### src/rtl/intersection_scheduler.sv
// Two-road intersection controller with a pedestrian phase. Moore FSM with
// registered lamp outputs, a shared phase counter and a tick divider.
module intersection_scheduler #(
    parameter int SIM       = 0,
    parameter int TICK_DIV  = 50000000,
    parameter int MIN_GREEN = 10,
    parameter int MAX_GREEN = 30,
    parameter int YELLOW_T  = 3,
    parameter int ALLRED_T  = 2,
    parameter int PED_T     = 8
) (
    input  logic       CLK,
    input  logic       RST,
    input  logic       SensorMain,
    input  logic       SensorSide,
    input  logic       PedReq,
    output logic       MainGreen,
    output logic       MainYellow,
    output logic       MainRed,
    output logic       SideGreen,
    output logic       SideYellow,
    output logic       SideRed,
    output logic       PedGreen,
    output logic       PedRed,
    output logic       PedWait,
    output logic [2:0] Phase
);

    typedef enum logic [2:0] {
        MAIN_G   = 3'd0,
        MAIN_Y   = 3'd1,
        CLEAR_A  = 3'd2,
        SIDE_G   = 3'd3,
        SIDE_Y   = 3'd4,
        CLEAR_B  = 3'd5,
        PED_WALK = 3'd6
    } state_t;

    localparam logic [7:0] MIN_M1    = 8'(MIN_GREEN - 1);
    localparam logic [7:0] MAX_M1    = 8'(MAX_GREEN - 1);
    localparam logic [7:0] YELLOW_M1 = 8'(YELLOW_T - 1);
    localparam logic [7:0] ALLRED_M1 = 8'(ALLRED_T - 1);
    localparam logic [7:0] PED_M1    = 8'(PED_T - 1);

    // Lamp vector order: {MG, MY, MR, SG, SY, SR, PG, PR}
    function automatic logic [7:0] lamps_of(input state_t s);
        logic mg, my, sg, sy, pg;
        mg = (s == MAIN_G);
        my = (s == MAIN_Y);
        sg = (s == SIDE_G);
        sy = (s == SIDE_Y);
        pg = (s == PED_WALK);
        return {mg, my, ~(mg | my), sg, sy, ~(sg | sy), pg, ~pg};
    endfunction

    state_t     state_q, state_d;
    logic [7:0] cnt_q, cnt_d;
    logic       side_req_q, side_req_d;
    logic       ped_req_q, ped_req_d;
    logic       from_ped_q, from_ped_d;
    logic [7:0] lamps_q;
    logic       tick;
    logic       enter;
    logic       sensor_main_unused;

    // Main-road presence does not influence sequencing.
    assign sensor_main_unused = SensorMain;

    generate
        if (SIM != 0) begin : g_sim_tick
            assign tick = 1'b1;
        end else begin : g_div_tick
            localparam int DIV_W = $clog2(TICK_DIV);
            localparam logic [DIV_W-1:0] DIV_LAST = DIV_W'(TICK_DIV - 1);
            logic [DIV_W-1:0] div_q;

            // Free-running: never realigned to state changes.
            always_ff @(posedge CLK) begin
                if (RST) begin
                    div_q <= '0;
                end else if (div_q == DIV_LAST) begin
                    div_q <= '0;
                end else begin
                    div_q <= div_q + 1'b1;
                end
            end

            assign tick = (div_q == DIV_LAST);
        end
    endgenerate

    always_comb begin
        state_d = state_q;
        case (state_q)
            MAIN_G: begin
                if (tick && cnt_q >= MIN_M1 && (side_req_q || ped_req_q)) begin
                    state_d = MAIN_Y;
                end
            end
            MAIN_Y: begin
                if (tick && cnt_q == YELLOW_M1) begin
                    state_d = CLEAR_A;
                end
            end
            CLEAR_A: begin
                if (tick && cnt_q == ALLRED_M1) begin
                    if (ped_req_q) begin
                        state_d = PED_WALK;
                    end else if (side_req_q) begin
                        state_d = SIDE_G;
                    end else begin
                        state_d = MAIN_G;
                    end
                end
            end
            SIDE_G: begin
                if (tick && ((cnt_q >= MIN_M1 && !SensorSide) || cnt_q >= MAX_M1)) begin
                    state_d = SIDE_Y;
                end
            end
            SIDE_Y: begin
                if (tick && cnt_q == YELLOW_M1) begin
                    state_d = CLEAR_B;
                end
            end
            PED_WALK: begin
                if (tick && cnt_q == PED_M1) begin
                    state_d = CLEAR_B;
                end
            end
            CLEAR_B: begin
                // from_ped steers the second half so each party is served once.
                if (tick && cnt_q == ALLRED_M1) begin
                    if (from_ped_q && side_req_q) begin
                        state_d = SIDE_G;
                    end else if (!from_ped_q && ped_req_q) begin
                        state_d = PED_WALK;
                    end else begin
                        state_d = MAIN_G;
                    end
                end
            end
            default: state_d = MAIN_G;
        endcase

        enter = (state_d != state_q);

        if (enter) begin
            cnt_d = '0;
        end else if (tick && cnt_q != 8'hFF) begin
            cnt_d = cnt_q + 8'd1;
        end else begin
            cnt_d = cnt_q;
        end

        if (enter && state_d == SIDE_G) begin
            side_req_d = 1'b0;
        end else begin
            side_req_d = side_req_q | (SensorSide & (state_q != SIDE_G));
        end

        if (enter && state_d == PED_WALK) begin
            ped_req_d = 1'b0;
        end else begin
            ped_req_d = ped_req_q | (PedReq & (state_q != PED_WALK));
        end

        from_ped_d = from_ped_q;
        if (enter && state_d == CLEAR_B) begin
            from_ped_d = (state_q == PED_WALK);
        end
    end

    always_ff @(posedge CLK) begin
        if (RST) begin
            state_q    <= MAIN_G;
            cnt_q      <= '0;
            side_req_q <= 1'b0;
            ped_req_q  <= 1'b0;
            from_ped_q <= 1'b0;
            lamps_q    <= lamps_of(MAIN_G);
        end else begin
            state_q    <= state_d;
            cnt_q      <= cnt_d;
            side_req_q <= side_req_d;
            ped_req_q  <= ped_req_d;
            from_ped_q <= from_ped_d;
            lamps_q    <= lamps_of(state_d);
        end
    end

    assign {MainGreen, MainYellow, MainRed,
            SideGreen, SideYellow, SideRed,
            PedGreen, PedRed} = lamps_q;
    assign PedWait = ped_req_q;
    assign Phase   = state_q;

endmodule
### config.mk
export PLATFORM = sky130hd
export DESIGN_NAME = intersection_scheduler
export DESIGN_NICKNAME = d
export VERILOG_FILES = /design/src/rtl/intersection_scheduler.sv
export SDC_FILE = /design/constraint.sdc
export NUM_CORES = 1
export LEC_CHECK = 0
export BUFFER_PORTS_ARGS = -buffer_cell sky130_fd_sc_hd__buf_2
export CAP_MARGIN = 20
export CORE_MARGIN = 2
export CORE_UTILIZATION = 32
export CTS_CLUSTER_DIAMETER = 120
export DETAILED_ROUTE_END_ITERATION = 10
export PLACE_DENSITY = 0.54
export SYNTH_ARGS = -nofsm -noshare
export SYNTH_HDL_FRONTEND = slang
export SYNTH_SLANG_ARGS = --single-unit
### constraint.sdc
create_clock -name CLK -period 3.23 [get_ports CLK]
set_input_delay 0.646 -clock CLK [delete_from_list [all_inputs] [get_ports CLK]]
set_output_delay 0.646 -clock CLK [all_outputs]
set_load 0.03 [all_outputs]
==> out/metrics.yaml, run 1 <==
yosys:
  postSynthAreaPerCell_sq_um: 8.53
  async_flop_share_pct: 0
  synthFlopType: "dfxtp_1"
  ys_ff_latch: 48
  syn_area_sq_um: 2470
  synth_cells: 289
  yosys_warnings: 0
  synth-seq-area-share_pct: 39.0
  synth_edf_count: 0
  yosysUniqueCellTypes: 53
  syn_nets: 299
placement:
  hpwl_microns: 3550
  place.gp.congestion: 0.879
  numPlacedInstances: 398
  port_buffers: 15
run:
  max_cap_viol_count: 0
pwr:
  switchingPower_uw: 229
  p_per_area_nw_per_um2: 410
  vdd_drop_max_uv: 167
  p_seq_share_pct: 52.9
  p_leak_nw: 0.981
  pwr-share-comb_pct: 2.3
  clkPwrFrac_pct: 44.8
  p_sw_share_pct: 20.1
  power_mw: 1.14
  p_int_uw: 910
layout:
  drive_above_1_share_pct: 11.9
  synthToLayoutAreaGrowth_pct: 12.5
  num_antenna_cells: 0
  nets: 313
  layoutNonFillerInstCount: 405
die:
  die_w_microns: 91.8
  core_sq_um: 7610
  rows: 32
  pin_count: 17
  die_area_sq_um: 8420
  start_util_pct: 32.4
  die_h_microns: 91.8
grt:
  grt_pass1_vias: 1779
  grt_max_degree: 26
  grt_pass1_wl_microns: 8600
  grt-ovfl-total: 0
  antenna_found_initial: 0
  grt_usage_pct: 12.5
timing:
  rsz0062_at_grt: "no"
  max_freq_mhz: 360
  clock_skew_ns: 0.0155
  finalHoldViolations: 0
  maxSlewHeadroom_pct: 53.4
  fin_crit_sh_pct: 85.9
  setup_tns_ns: 0
  tightest_slew_ns: 0.699
  final_max_slew_viol_count: 0
  setup_viol: 0
  period_minus_slack_ns: 2.77
cts:
  insertion_delay_ns: 0.31
  htree_levels: 2
  root_buffer: "clkbuf_8"
  clk_pin_slew_worst_paths_ns: 0.09
  post-cts-setup-buffers: 0
  cts_tree: "built"
  hold_buffers: 0
  ctsResizeCount: 0
  ctsLongestPathBuffers: 2
  cts_sinks: 48
  numCtsBuffers: 5
routing:
  final_antenna_net_count: 0
  post_drt_wl_per_cell_microns: 12.6
  num_vias: 2014
  viasPerCell: 4.97
  routed_wl_microns: 5100
  drt-initial-drc-count: 110
  first_pass_iters: 4
  drc: 0
worst_setup_path:
  cp_max_fo: 8
  cp_data_arrival_time_ns: 2.96
  crit_required_ns: 3.42
  cp-end-kind: "register"
  path_class: "reg2reg"
  cp-start-kind: "register"
outcome:
  outcome: "complete, no violations"
worst_hold_path:
  hold_class: "reg2reg"
## power by group through the flow
stage          Sequential [mW]  Combinational (mW)  Clock, mW
6_report                 0.603              0.0260      0.510
5_1_grt                  0.604              0.0301      0.550
4_1_cts                  0.603              0.0265      0.531
3_5_place_dp             0.616              0.0263          0
3_3_place_gp             0.617              0.0264          0
2_1_floorplan            0.617              0.0180          0
## worst max-delay path: stages, from the launching register on
cell and delay, ns:
dfxtp_1 0.38, ha_1 0.21, and3_1 0.26, nand3_1 0.24
nor4_4 0.49, a311o_2 0.31, o2111ai_2 0.17, or2_1 0.30
or3_1 0.30
## placed cells by master, fill, tap and decap left out, drive strengths merged, types with 10 or more instances in the layout
cell,count
xor2,16
nand3,16
nor2,36
inv,10
buf,17
and3,12
xnor2,13
nand2,21
dfxtp,48
a21oi,12
## cells in the mapped netlist, types with 3 or more instances
master	number	area share, %
nor2b_1	6	1.5
or3_1	7	1.8
ha_1	5	2.5
xnor2_1	13	4.6
nand2_1	21	3.2
o21ai_0	4	0.81
and3_1	12	3.0
clkbuf_1	9	1.4
inv_1	10	1.5
nor3b_1	4	1.2
nor2_1	36	5.5
a21oi_1	12	2.4
a31oi_1	4	1.0
nor4_1	5	1.3
nand2b_1	6	1.5
dfxtp_1	48	39
xor2_1	16	5.7
nor3_1	9	1.8
o211ai_1	3	0.91
nand4_1	3	0.76
nand3_1	16	3.2
## layer usage
metal  part of all wire, %  up-vias  track usage, %
li1                      -     1053               -
met1                    51      920            17.9
met2                    44       35            18.5
met3                   3.2        6            2.14
met4                   1.3        0            5.47
met5                     0        -               0
## sequential cells by signal (all words and copies together), names as in the netlist
signal,flops
PedWait,1
Phase,3
cnt_q,8
from_ped_q,1
g_div_tick.div_q,26
lamps_q,8
side_req_q,1
## cell type report
| cell class | count | area [sq um] |
|---|---|---|
| Clock buffer | 5 | 68.8 |
| Clock inverter | 2 | 60.1 |
| Fill cell | 827 | 4830 |
| Inverter | 10 | 37.5 |
| Multi-Input combinational cell | 221 | 1430 |
| Sequential cell | 48 | 961 |
| Tap cell | 102 | 128 |
| Timing Repair Buffer | 17 | 90.1 |
## worst paths after layout
| kind | slack, ns | to | start | depth (start not counted) |
|---|---|---|---|---|
| setup / recovery | 0.46 | lamps_q[0] | g_div_tick.div_q[0] | 8 |
| hold reg to reg | 0.46 | g_div_tick.div_q[0] | g_div_tick.div_q[0] | 1 |
| setup reg to reg | 0.46 | lamps_q[0] | g_div_tick.div_q[0] | 8 |
| hold / removal | 0.46 | g_div_tick.div_q[0] | g_div_tick.div_q[0] | 1 |
## metrics by stage
stage / setup WS (ns) / instance area, sq um / hold WS [ns] / util (%)
6_report: 0.455 / 2770 / 0.464 / 36.5
2_1_floorplan: 0.854 / 2470 / 0.430 / -
3_3_place_gp: 0.469 / 2650 / 0.443 / 34.8
3_5_place_dp: 0.467 / 2650 / 0.452 / 34.8
4_1_cts: 0.459 / 2770 / 0.473 / 36.5
5_1_grt: 0.263 / 2770 / 0.514 / 36.5
## cells by family after synthesis
kind of cell	after synthesis	synth area share (%)
buffers and inverters	20	3.09
DFF	48	39.0
AOI/OAI and AO/OA	41	12.0
adders and majority gates	5	2.54
and+or+nand+nor	145	32.7
muxes	1	0.406
xor gates and xnor gates	29	10.3
(Power assumes the default switching activity.)
==> run 2, diff against run 1 <==
--- a/config.mk
+++ b/config.mk
@@ -8,10 +8,10 @@
 export BUFFER_PORTS_ARGS = -buffer_cell sky130_fd_sc_hd__buf_2
 export CAP_MARGIN = 20
 export CORE_MARGIN = 2
-export CORE_UTILIZATION = 32
+export CORE_UTILIZATION = 39
 export CTS_CLUSTER_DIAMETER = 120
 export DETAILED_ROUTE_END_ITERATION = 10
-export PLACE_DENSITY = 0.54
+export PLACE_DENSITY = 0.62
 export SYNTH_ARGS = -nofsm -noshare
 export SYNTH_HDL_FRONTEND = slang
 export SYNTH_SLANG_ARGS = --single-unit
==> run 2 against run 1 <==
Fmax grew 1.7%. Register-to-register slack gained 0.05 ns. Hold slack better by 0.011 ns. Highest routed layer unchanged. Critical path type unchanged. Clock skew shrank 0.0069 ns. Flip-flop and latch count unchanged. Clock-buffer cell count stayed put. Routed wire length decreased by 1.9%. Design area fell by 1.7%. Critical endpoint unchanged. Setup slack gained 0.048 ns. Utilization increased by 8.8 points.
==> out/metrics.yaml, run 2 (synthesized netlist as in run 1, its figures left out) <==
pwr:
  p_per_area_nw_per_um2: 397
  vdd_drop_max_uv: 252
  p_leak_nw: 0.975
  power_mw: 1.08
cts:
  ctsLongestPathBuffers: 2
  numCtsBuffers: 5
  cts_sinks: 48
  clk_pin_slew_worst_paths_ns: 0.09
  cts_tree: "built"
  htree_levels: 2
  root_buffer: "clkbuf_8"
  insertion_delay_ns: 0.31
  hold_buffers: 0
  post-cts-setup-buffers: 0
  ctsResizeCount: 0
routing:
  drt-initial-drc-count: 126
  drc: 0
  post_drt_wl_per_cell_microns: 13.2
  final_antenna_net_count: 0
  routed_wl_microns: 5000
  first_pass_iters: 4
  viasPerCell: 5.40
  num_vias: 2045
worst_setup_path:
  crit_required_ns: 3.43
  path_class: "reg2reg"
  path_cells: "ha_1 > and3_1 > nand3_1 > nor4_4 > a311o_2 > o2111ai_2 > or2_1 > or3_1"
  cp-end-kind: "register"
  cp_top_family: "simple AND/OR/NAND/NOR gates"
  cp-start-kind: "register"
  cp_data_arrival_time_ns: 2.92
  cp_max_fo: 8
  slowest_stage: "nor4_4"
  max_stage_delay_ns: 0.47
  cp.buffers_inverters: 0
timing:
  rsz0062_at_grt: "no"
  period_minus_slack_ns: 2.73
  maxSlewHeadroom_pct: 51.9
  final_max_slew_viol_count: 0
  tightest_slew_ns: 0.721
  max_freq_mhz: 367
  setup_tns_ns: 0
  fin_crit_sh_pct: 84.4
  setup_viol: 0
  finalHoldViolations: 0
  clock_skew_ns: 0.00854
die:
  die_area_sq_um: 6980
  rows: 28
  pin_count: 17
  core_sq_um: 6030
  die_w_microns: 83.5
  die_h_microns: 83.5
  start_util_pct: 40.9
grt:
  antenna_found_initial: 0
  grt_usage_pct: 15.0
  grt_max_degree: 26
  grt-ovfl-total: 0
  grt_pass1_vias: 1841
  grt_pass1_wl_microns: 8640
layout:
  seqCellArea_sq_um: 961
  final_cell_mix: "dfxtp_1 (48), nor2_1 (36), nand2_1 (21), nand3_1 (16), xor2_1 (16)"
  mostFrequentLayoutCell: "dfxtp_1"
  regMostFlops: "g_div_tick.div_q"
  fill_cells: 618
  multi_input_area_sq_um: 1430
  drive_above_1_share_pct: 12.2
  num_antenna_cells: 0
  largest_reg_flops: 26
  synthToLayoutAreaGrowth_pct: 10.6
  top_regs: "g_div_tick.div_q x26, cnt_q x8, lamps_q x8"
  nets: 313
placement:
  hpwl_microns: 3440
  place.gp.congestion: 0.834
  port_buffers: 15
outcome:
  outcome: "complete, no violations"
worst_hold_path:
  hold_class: "reg2reg"
run:
  max_cap_viol_count: 0
run 2: cell types whose count changed in the layout (fill, tap and decap cells not counted):
cell	before	now
bufinv_16	2	1
clkinv_4	0	2
run 2: report_power, final:
part           internal (mW)  leakage [nW]  switching [mW]
registers              0.597         0.388         0.00607
clock network          0.233        0.0583           0.220
logic                0.00880         0.529          0.0172
total                  0.839         0.975           0.243
run 2: path summary, 6_finish.rpt:
| check | startpoint | endpoint | slack, ns | cells past startpoint |
|---|---|---|---|---|
| max | g_div_tick.div_q[0] | lamps_q[0] | 0.50 | 8 |
| min | g_div_tick.div_q[0] | g_div_tick.div_q[0] | 0.47 | 1 |
| max reg2reg | g_div_tick.div_q[0] | lamps_q[0] | 0.50 | 8 |
| min reg2reg | g_div_tick.div_q[0] | g_div_tick.div_q[0] | 0.47 | 1 |
run 2: metrics by stage:
stage                     worst slack, ns  hold slack, ns  std cells  utilization [%]  cell area, sq um
after global routing                0.288           0.515        379             45.3              2730
final                               0.503           0.475        379             45.3              2730
after detailed placement            0.443           0.456        371             43.3              2610
after global placement              0.490           0.445        371             43.3              2610
after floorplan                     0.854           0.430        289                -              2470
after CTS                           0.498           0.478        379             45.3              2730
run 2: area by class of cell:
type	instances	area share (%)
tap	75	3.44
multi-input combinational	221	52.4
sequential	48	35.2
inverter	10	1.38
clock buffer	5	2.52
clock inverter	3	1.74
timing repair buffer	17	3.30
run 2: per-layer routing:
metal / wire (microns) / GRT usage [%]
met2: 2160 / 22.9
met3: 228 / 3.36
met4: 121 / 6.45
met5: 0 / 0
met1: 2480 / 20.4
==> run 3, diff against run 2 <==
==> constraint.sdc (replaced) <==
create_clock -name CLK -period 2.6 [get_ports CLK]
set_input_delay 0.52 -clock CLK [delete_from_list [all_inputs] [get_ports CLK]]
set_output_delay 0.52 -clock CLK [all_outputs]
set_load 0.03 [all_outputs]
==> run 3 against run 2 <==
Sequential power rose by 24%. First-iteration DRC count rose by 22%. Flip-flop and latch count did not move. Die area did not move. Non-clock buffer count rose by 21. Critical path type unchanged.
==> out/metrics.yaml, run 3 (synthesized netlist as in run 1, its figures left out) <==
run:
  max_cap_viol_count: 0
timing:
  period_minus_slack_ns: 2.49
  setup_viol: 0
  clock_skew_ns: 0.00841
  tightest_slew_ns: 0.487
  final_max_slew_viol_count: 0
  fin_crit_sh_pct: 95.6
  rsz0062_at_grt: "no"
  setup_tns_ns: 0
  finalHoldViolations: 0
  maxSlewHeadroom_pct: 67.5
  max_freq_mhz: 402
layout:
  seqCellArea_sq_um: 962
  fill_cells: 603
  final_cell_mix: "dfxtp_1 (47), nor2_1 (36), buf_4 (23), nand2_1 (21)"
  largest_reg_flops: 26
  mostFrequentLayoutCell: "dfxtp_1"
  nets: 334
  synthToLayoutAreaGrowth_pct: 15.5
  final_area_sq_um: 2850
  regMostFlops: "g_div_tick.div_q"
  top_regs: "g_div_tick.div_q x26, cnt_q x8, lamps_q x8"
  num_antenna_cells: 0
  drive_above_1_share_pct: 17.6
  layoutNonFillerInstCount: 399
  multi_input_area_sq_um: 1430
pwr:
  switchingPower_uw: 269
  p_sw_share_pct: 22.3
  p_int_uw: 938
  vdd_drop_max_uv: 211
  p_leak_nw: 1.07
  p_seq_share_pct: 61.9
  pwr-share-comb_pct: 3.1
  p_per_area_nw_per_um2: 424
  clkPwrFrac_pct: 35.0
  power_mw: 1.21
worst_hold_path:
  hold_class: "reg2reg"
placement:
  placed_cell_area_sq_um: 2760
  port_buffers: 15
  place.gp.congestion: 0.880
  numPlacedInstances: 391
  hpwl_microns: 3760
die:
  die_area_sq_um: 6980
  die_h_microns: 83.5
  pin_count: 17
  rows: 28
  die_w_microns: 83.5
  core_sq_um: 6030
  start_util_pct: 40.9
cts:
  cts_tree: "built"
  numCtsBuffers: 5
  htree_levels: 2
  root_buffer: "clkbuf_8"
  ctsLongestPathBuffers: 2
  insertion_delay_ns: 0.30
  hold_buffers: 0
  cts_sinks: 48
  clk_pin_slew_worst_paths_ns: 0.09
worst_setup_path:
  cp.buffers_inverters: 1
  crit_required_ns: 2.79
  cp_top_family: "simple AND/OR/NAND/NOR gates"
  cp_max_fo: 6
  max_stage_delay_ns: 0.59
  cp-end-kind: "register"
  path_cells: "or4_1 > nor4_4 > buf_4 > a311o_2 > o2111ai_2 > or2_1 > or3_1"
  slowest_stage: "or4_1"
  path_class: "reg2reg"
  cp_data_arrival_time_ns: 2.67
  cp-start-kind: "register"
grt:
  grt-ovfl-total: 0
  grt_usage_pct: 15.3
  grt_pass1_vias: 1895
  antenna_found_initial: 0
  grt_max_degree: 26
  grt_pass1_wl_microns: 8860
routing:
  final_antenna_net_count: 0
  post_drt_wl_per_cell_microns: 13.0
  num_vias: 2093
  viasPerCell: 5.25
  drt-initial-drc-count: 154
  drc: 0
  first_pass_iters: 4
  routed_wl_microns: 5210
outcome:
  outcome: "complete, no violations"
## run 3: what timing repair did
item                       in CTS  in global routing
buffers inserted                0                  1
setup endpoints to repair       0                  9
hold endpoints to repair        0                  0
gates resized for setup         0                  1
## run 3: area by class of cell
class | instances | share of cell area (%)
Inverter | 10 | 1.32
Clock inverter | 1 | 0.176
Multi-Input combinational cell | 221 | 50.2
Sequential cell | 48 | 33.8
Tap cell | 75 | 3.30
Clock buffer | 6 | 2.55
Timing Repair Buffer | 38 | 8.70
## run 3: final timing paths
| check | startpoint | to | slack, ns | cells after the start |
|---|---|---|---|---|
| setup / recovery | cnt_q[6] | lamps_q[0] | 0.11 | 7 |
| hold / removal | g_div_tick.div_q[17] | g_div_tick.div_q[17] | 0.48 | 2 |
| setup reg to reg | cnt_q[6] | lamps_q[0] | 0.11 | 7 |
| hold reg to reg | g_div_tick.div_q[17] | g_div_tick.div_q[17] | 0.48 | 2 |
## run 3: per-layer routing
metal	wire length (microns)	track usage, %	vias to the layer above
li1	-	-	1096
met4	57	5.13	0
met3	153	3.17	5
met5	0	0	-
met1	2590	20.6	961
met2	2410	24.3	31
## run 3: stage by stage
step / utilization [%] / hold WS (ns) / setup WS, ns
final: 47.3 / 0.481 / 0.113
after global routing: 47.3 / 0.530 / 0.00108
after CTS: 47.1 / 0.497 / 0.0923
after floorplan: - / 0.430 / 0.224
after global placement: 45.8 / 0.481 / 0.176
after detailed placement: 45.8 / 0.483 / 0.126
## run 3: worst min-delay path, delay by kind of cell (launching register included)
kind | cells | cell delay (ns)
AO/OA/AOI/OAI | 1 | 0.05
flip-flops | 1 | 0.34
AND/OR/NAND/NOR | 1 | 0.05
## run 3: power groups by stage
stage,sequential [mW],clock (mW),combinational [mW]
floorplan,0.766,0,0.0223
global placement,0.764,0,0.0379
detailed placement,0.764,0,0.0378
CTS,0.747,0.440,0.0381
global route,0.748,0.468,0.0415
finish,0.747,0.422,0.0374
